**config.mk**
```make
export PLATFORM = sky130hd
export DESIGN_NAME = issue_ctrl_flat
export DESIGN_NICKNAME = d
export VERILOG_FILES = /design/src/rtl/issue_ctrl_if.sv /design/src/rtl/issue_ctrl.sv /design/src/flat_wrapper.sv
export SDC_FILE = /design/constraint.sdc
export NUM_CORES = 1
export LEC_CHECK = 0
export ABC_CLOCK_PERIOD_IN_PS = 4350
export BUFFER_PORTS_ARGS = -buffer_cell sky130_fd_sc_hd__buf_2
export CORE_ASPECT_RATIO = 1.75
export CORE_MARGIN = 4
export CORE_UTILIZATION = 50
export DETAILED_ROUTE_END_ITERATION = 12
export GPL_TIMING_DRIVEN = 0
export PLACE_DENSITY = 0.75
export SYNTH_ARGS = -nofsm -noshare
export SYNTH_HDL_FRONTEND = slang
export SYNTH_SLANG_ARGS = --single-unit
```
**constraint.sdc**
```tcl
create_clock -name clk -period 4.35 [get_ports clk]
set_input_delay 0.2175 -clock clk [delete_from_list [all_inputs] [get_ports clk]]
set_output_delay 0.2175 -clock clk [all_outputs]
set_load 0.01 [all_outputs]
```
**src/rtl/issue_ctrl_if.sv**
```systemverilog
// Shared decode/issue types and the issue controller's bus interface.
// The controller takes the slave modport; the decode/writeback side takes master.
package issue_pkg;
  typedef logic [4:0] reg_t;

  typedef enum logic [1:0] {
    alu_op_nope = 2'd0,
    alu_op_add  = 2'd1,
    alu_op_move = 2'd2
  } alu_op_t;

  typedef enum logic {
    font_reg = 1'b0,
    font_imm = 1'b1
  } font_t;

  typedef enum logic [1:0] {
    decoder_nope = 2'd0,
    decoder_keep = 2'd1,
    decoder_next = 2'd2
  } decoder_state_t;

  typedef struct packed {
    logic        pc_branch;
    font_t       alu_s1_font;
    alu_op_t     alu_opcode;
    logic        wb_wr;
    reg_t        reg_s1;
    reg_t        reg_s2;
    reg_t        reg_dst;
    logic [15:0] imm;
  } decoded_instruction_t;
endpackage

interface issue_ctrl_if #(parameter int REG_BITS = 5);
  import issue_pkg::*;

  logic                 dec_valid;
  decoded_instruction_t dec_instr;
  logic                 dec_ready;
  decoder_state_t       fetch_state;
  logic                 issue_valid;
  decoded_instruction_t issue_instr;
  logic                 wb_valid;
  logic [REG_BITS-1:0]  wb_reg;
  logic                 br_resolve;
  logic                 wb_err;

  modport master (
    output dec_valid, dec_instr, wb_valid, wb_reg, br_resolve,
    input  dec_ready, fetch_state, issue_valid, issue_instr, wb_err
  );

  modport slave (
    input  dec_valid, dec_instr, wb_valid, wb_reg, br_resolve,
    output dec_ready, fetch_state, issue_valid, issue_instr, wb_err
  );
endinterface

```
**src/rtl/issue_ctrl.sv**
```systemverilog
// In-order issue controller: register scoreboard, inflight write limit,
// and a branch hold that stalls decode until the branch resolves.
//
// state   | meaning
// RUN     | issuing normally, subject to scoreboard/inflight hazards
// BR_WAIT | branch issued, decode stalled until br_resolve
module issue_ctrl
  import issue_pkg::*;
#(
  parameter int REG_BITS     = 5,
  parameter int MAX_INFLIGHT = 4
) (
  input logic         clk,
  input logic         rst,
  issue_ctrl_if.slave bus
);
  localparam int NREG = 1 << REG_BITS;
  localparam int IW   = $clog2(MAX_INFLIGHT + 1);

  typedef enum logic {RUN, BR_WAIT} state_t;

  state_t               state;
  logic [NREG-1:0]      pend, pend_eff, pend_nxt;
  logic [IW-1:0]        inflight, inflight_eff, inflight_nxt;
  logic                 issue_valid_q, wb_err_q;
  decoded_instruction_t issue_instr_q;

  logic           wb_hit, s1_used, s2_used, dst_used, hazard, ready, accept;
  decoder_state_t fetch;

  always_comb begin
    wb_hit = bus.wb_valid && pend[bus.wb_reg];
    // A same-cycle writeback already counts as retired for the hazard check.
    pend_eff = pend;
    if (wb_hit) pend_eff[bus.wb_reg] = 1'b0;
    inflight_eff = inflight - IW'(wb_hit);

    s1_used  = (bus.dec_instr.alu_opcode != alu_op_nope) &&
               (bus.dec_instr.alu_s1_font == font_reg);
    s2_used  = (bus.dec_instr.alu_opcode == alu_op_add);
    dst_used = bus.dec_instr.wb_wr;

    hazard = (s1_used  && pend_eff[bus.dec_instr.reg_s1])  ||
             (s2_used  && pend_eff[bus.dec_instr.reg_s2])  ||
             (dst_used && pend_eff[bus.dec_instr.reg_dst]) ||
             (dst_used && (inflight_eff == IW'(MAX_INFLIGHT)));

    ready  = !rst && (state == RUN) && !hazard;
    accept = bus.dec_valid && ready;

    // Set after clear so a new owner of the same register wins.
    pend_nxt = pend_eff;
    if (accept && dst_used) pend_nxt[bus.dec_instr.reg_dst] = 1'b1;
    inflight_nxt = inflight_eff + IW'(accept && dst_used);

    if (!bus.dec_valid) fetch = decoder_nope;
    else if (ready)     fetch = decoder_next;
    else                fetch = decoder_keep;
  end

  always_ff @(posedge clk) begin
    if (rst) begin
      state         <= RUN;
      pend          <= '0;
      inflight      <= '0;
      issue_valid_q <= 1'b0;
      issue_instr_q <= '0;
      wb_err_q      <= 1'b0;
    end else begin
      pend          <= pend_nxt;
      inflight      <= inflight_nxt;
      issue_valid_q <= accept;
      if (accept) issue_instr_q <= bus.dec_instr;
      if (bus.wb_valid && !pend[bus.wb_reg]) wb_err_q <= 1'b1;
      case (state)
        RUN:     if (accept && bus.dec_instr.pc_branch) state <= BR_WAIT;
        BR_WAIT: if (bus.br_resolve) state <= RUN;
        default: state <= RUN;
      endcase
    end
  end

  assign bus.dec_ready   = ready;
  assign bus.fetch_state = fetch;
  assign bus.issue_valid = issue_valid_q;
  assign bus.issue_instr = issue_instr_q;
  assign bus.wb_err      = wb_err_q;
endmodule

```
**src/flat_wrapper.sv**
```systemverilog
// flat-port wrapper written by rule: the top's interface ports become plain ports
module issue_ctrl_flat import issue_pkg::*;
#(
  parameter int REG_BITS     = 5,
  parameter int MAX_INFLIGHT = 4
)
  (clk, rst, bus_dec_valid, bus_dec_instr, bus_wb_valid, bus_wb_reg, bus_br_resolve, bus_dec_ready, bus_fetch_state, bus_issue_valid, bus_issue_instr, bus_wb_err);
  issue_ctrl_if #(.REG_BITS(REG_BITS)) bus_i ();
  input logic clk;
  input logic rst;
  input wire logic [$bits(bus_i.dec_valid)-1:0] bus_dec_valid;
  input wire logic [$bits(bus_i.dec_instr)-1:0] bus_dec_instr;
  input wire logic [$bits(bus_i.wb_valid)-1:0] bus_wb_valid;
  input wire logic [$bits(bus_i.wb_reg)-1:0] bus_wb_reg;
  input wire logic [$bits(bus_i.br_resolve)-1:0] bus_br_resolve;
  output wire logic [$bits(bus_i.dec_ready)-1:0] bus_dec_ready;
  output wire logic [$bits(bus_i.fetch_state)-1:0] bus_fetch_state;
  output wire logic [$bits(bus_i.issue_valid)-1:0] bus_issue_valid;
  output wire logic [$bits(bus_i.issue_instr)-1:0] bus_issue_instr;
  output wire logic [$bits(bus_i.wb_err)-1:0] bus_wb_err;
  assign bus_i.dec_valid = bus_dec_valid;
  assign bus_i.dec_instr = bus_dec_instr;
  assign bus_i.wb_valid = bus_wb_valid;
  assign bus_i.wb_reg = bus_wb_reg;
  assign bus_i.br_resolve = bus_br_resolve;
  assign bus_dec_ready = bus_i.dec_ready;
  assign bus_fetch_state = bus_i.fetch_state;
  assign bus_issue_valid = bus_i.issue_valid;
  assign bus_issue_instr = bus_i.issue_instr;
  assign bus_wb_err = bus_i.wb_err;
  issue_ctrl #(.REG_BITS(REG_BITS), .MAX_INFLIGHT(MAX_INFLIGHT)) u_core (.clk(clk), .rst(rst), .bus(bus_i));
endmodule
```
==> impl_metrics.toml <==
[synth]
area_share_of_xor_xnor_cells_in_the_synthesized_design = 0.01040
synth_async_sr_flop_share = 0
yosys_register_bits = 74
yosys_warnings = 0
synth_adder_area_share = 0.009906
synthesis.instances = 594
synth_simple_gate_area_frac = 0.2115
synthDominantAreaCellType = "sky130_fd_sc_hd__dfxtp_1"
synth-compound-area-share = 0.2682
post_synth_most_frequent_cells = "74 x sky130_fd_sc_hd__dfxtp_1, 50 x sky130_fd_sc_hd__nor2b_1, 41 x sky130_fd_sc_hd__nand2_1, 39 x sky130_fd_sc_hd__nor2_1, 34 x sky130_fd_sc_hd__mux2_2"
mux_cell_area_share_after_synthesis = 0.1412
synth_edf_count = 0
syn_avg_cell_area_um2 = 8.506
yosysMostFrequentCell = "sky130_fd_sc_hd__dfxtp_1"
synth_flop_cell = "sky130_fd_sc_hd__dfxtp_1"
synth_top_family_by_area = "compound AO/OA/AOI/OAI gates"
fraction_of_the_yosys_area_taken_by_sequential_cells = 0.2932
synthTopCellsByArea = "sky130_fd_sc_hd__dfxtp_1 29%, sky130_fd_sc_hd__mux2_2 7.6%, sky130_fd_sc_hd__nor2b_1 6.2%"
post_synth_instance_area_um2 = 5052
syn_nets = 644
synth_top_area_frac = 0.2932
yosysUniqueCellTypes = 65

[setup_path]
worstSetupStartpointType = "flip-flop"
path_class = "flip-flop to output pin"
setup.worst_path.end_class = "output pin"
crit_path_max_fanout = 5
worst-r2r-setup-slack_ns = 0.09
arrival_time_of_data_at_the_critical_path_endpoint_ns = 4.04
critical_path_required_ns = 4.13

[grt]
grt_first_pass_wirelength_um = 33930
grt_pass1_vias = 5654
grt_max_degree = 19
grt_antenna_before_repair = 0
grtUsageMet1 = 0.4135
globalRouteTotalUtil = 0.3850
globalRouteMet3Util = 0.07135
total_global_routing_overflow = 0
global_route.peak_usage_layer = "met2"
use_met2 = 0.6580

[clocking]
cts.sink_count = 74
hold_buffers = 0
max-clock-path-buffers = 2
clock_tree_from_tritoncts = "done"
clkSlewWorstSetupHoldPaths_ns = 0.06
clk-insertion-delay-late_ns = 0.33
cts_root_buf = "sky130_fd_sc_hd__clkbuf_16"
ctsHtreeMaxLevel = 3
tritoncts.num_buffers = 9

[sta]
tightest_slew_ns = 0.9505
layout_worst_path_cycle_share = 0.9797
fmaxAchievable_ghz = 0.2347
worst_max_slew_margin_expressed_relative_to_the_limit = 0.3663
report.final.setup_viol = 0
post_route_clock_skew_ns = 0.006175
pins_over_slew_limit = 0
setup_repair_after_global_routing_missed_its_margin = "no"
period_minus_slack_ns = 4.262
hold_viol_final = 0
hold-worst-slack_ns = 0.1082

[pwr]
vdd.ir_drop.worst_v = 0.0004208
power_leakage_nw = 2.494
cellPowerDensity_nw_per_um2 = 326.8

[floorplanning]
rows = 48
floorplan.die.height_um = 141.0
die_area_um2 = 11840
design.portCount = 87
start_util = 0.5130
core_area_um2 = 9849
x_dimension_of_the_die_um = 83.99

[routing]
avgViaCountPerCell = 6.978
detailedRoute.firstIterationViolations = 671
antenna_violating_nets_remaining = 0
routed-via-count = 5792
drcViolationCount = 0
route.final.wire_length_um = 23260
routed_wire_length_per_instance_um = 28.03
drt_first_pass_iters = 6

[layout]
area.growth.synth_to_final_pct = 26.77
filler_cell_count = 869
num-nets-final = 751
stdcell_count = 830
multi_input_area_um2 = 3508
area.sequential_um2 = 1501
antenna-diode-count = 0
fraction_of_layout_cells_with_a_size_suffix_above_1 = 0.3234

[placement]
routabilityCongestion = 1.071
hpwlAfterDp_um = 17070
io_buffers = 79
dpl.cell_count = 798

[run]
max_cap_violations = 0

[hold_path]
min-delay-path-class = "input port to flip-flop"

[run_status]
status = "completed"
[final timing paths]
check / end / from / depth (start not counted)
setup / recovery: bus_fetch_state[1] / u_core.pend[26]$_SDFF_PP0_ / 17
hold / removal: u_core.bus.issue_instr[0]$_SDFFE_PP0P_ / bus_dec_instr[0] / 2
setup reg to reg: u_core.inflight[2]$_SDFF_PP0_ / u_core.pend[8]$_SDFF_PP0_ / 18
hold reg to reg: u_core.bus.issue_instr[24]$_SDFFE_PP0P_ / u_core.bus.issue_instr[24]$_SDFFE_PP0P_ / 2
[routing by layer]
metal	routed length, um	vias to the layer above	part of all wire
li1	-	2465	-
met1	7610	2706	0.33
met2	11030	467	0.47
met3	2241	154	0.096
met4	2377	0	0.10
met5	0	-	0
[registers in the layout, indices dropped and copies added, names as in the netlist]
| name | count |
|---|---|
| u_core.bus.issue_valid | 1 |
| u_core.pend | 32 |
| u_core.state | 1 |
| u_core.inflight | 3 |
| u_core.bus.issue_instr | 36 |
| u_core.bus.wb_err | 1 |
[repair_timing]
item | in CTS | in global routing
setup buffers | 15 | 7
resized for setup | 54 | 26
setup endpoints to repair | 76 | 72
pin swaps | 11 | 12
[per-stage QoR]
stage	utilization	total power [W]	cell area, um^2	TNS [ns]	setup slack (ns)
2_1_floorplan	-	0.001040	5067	0	0.02989
3_3_place_gp	0.5705	0.001199	5619	-51.38	-1.206
3_5_place_dp	0.5705	0.001209	5619	-51.02	-1.275
4_1_cts	0.6381	0.002063	6285	-0.3188	-0.1365
5_1_grt	0.6503	0.002159	6405	0	0.01086
6_report	0.6503	0.002093	6405	0	0.08838
[power breakdown]
part,internal (W),switching [W]
logic,0.000230,0.000314
registers,0.000727,0.0000259
clock network,0.000501,0.000295
[logic make-up after synthesis]
group,count (synthesis)
multiplexers,62
adder cells (fa/ha/maj),4
buffers and inverters,75
AO/OA/AOI/OAI,171
AND/OR/NAND/NOR,202
XOR/XNOR,6
flip-flops,74
[cell type report]
| class | instances | area share |
|---|---|---|
| Multi-Input combinational cell | 445 | 0.5478 |
| Clock buffer | 9 | 0.03516 |
| Tap cell | 125 | 0.02442 |
| Buffer | 51 | 0.04220 |
| Clock inverter | 6 | 0.01407 |
| Timing Repair Buffer | 101 | 0.09045 |
| Inverter | 19 | 0.01153 |
| Sequential cell | 74 | 0.2344 |
[critical path, cell delays in order, from the launching register on]
cell,delay (ns)
sky130_fd_sc_hd__dfxtp_2,0.35
sky130_fd_sc_hd__mux4_2,0.46
sky130_fd_sc_hd__a22o_1,0.27
sky130_fd_sc_hd__a21oi_4,0.17
sky130_fd_sc_hd__clkbuf_8,0.16
sky130_fd_sc_hd__nand3_4,0.09
sky130_fd_sc_hd__buf_4,0.15
sky130_fd_sc_hd__buf_4,0.16
sky130_fd_sc_hd__a21boi_1,0.57
sky130_fd_sc_hd__o22ai_1,0.16
sky130_fd_sc_hd__o32ai_1,0.36
sky130_fd_sc_hd__a222oi_1,0.16
sky130_fd_sc_hd__buf_4,0.17
sky130_fd_sc_hd__nand3_2,0.11
sky130_fd_sc_hd__buf_12,0.12
sky130_fd_sc_hd__inv_4,0.05
sky130_fd_sc_hd__buf_6,0.11
sky130_fd_sc_hd__buf_6,0.11
[cells in the final DEF, fill, tap and decap left out, types with 6 or more instances in the layout]
cell / Yosys / final
sky130_fd_sc_hd__a211oi_1: 6 / 6
sky130_fd_sc_hd__a21oi_1: 11 / 10
sky130_fd_sc_hd__a22o_1: 13 / 13
sky130_fd_sc_hd__a22oi_1: 6 / 6
sky130_fd_sc_hd__buf_1: 7 / 6
sky130_fd_sc_hd__buf_2: 10 / 85
sky130_fd_sc_hd__buf_4: 4 / 25
sky130_fd_sc_hd__clkbuf_1: 32 / 26
sky130_fd_sc_hd__clkbuf_16: 0 / 9
sky130_fd_sc_hd__dfxtp_1: 74 / 64
sky130_fd_sc_hd__dfxtp_2: 0 / 7
sky130_fd_sc_hd__inv_1: 19 / 17
sky130_fd_sc_hd__mux2_2: 34 / 34
sky130_fd_sc_hd__mux2i_1: 24 / 24
sky130_fd_sc_hd__nand2_1: 41 / 41
sky130_fd_sc_hd__nand2b_1: 7 / 7
sky130_fd_sc_hd__nand3_1: 15 / 13
sky130_fd_sc_hd__nand3b_1: 6 / 6
sky130_fd_sc_hd__nor2_1: 39 / 38
sky130_fd_sc_hd__nor2b_1: 50 / 49
sky130_fd_sc_hd__o211ai_1: 8 / 8
sky130_fd_sc_hd__o21ai_0: 16 / 16
sky130_fd_sc_hd__o22ai_1: 12 / 12
sky130_fd_sc_hd__o311a_1: 6 / 6
sky130_fd_sc_hd__o311ai_0: 7 / 6
sky130_fd_sc_hd__o31a_1: 7 / 7
sky130_fd_sc_hd__o31ai_1: 11 / 6
sky130_fd_sc_hd__o32ai_1: 11 / 11
sky130_fd_sc_hd__or3_1: 9 / 8
Power figures use the tool's default switching activity.
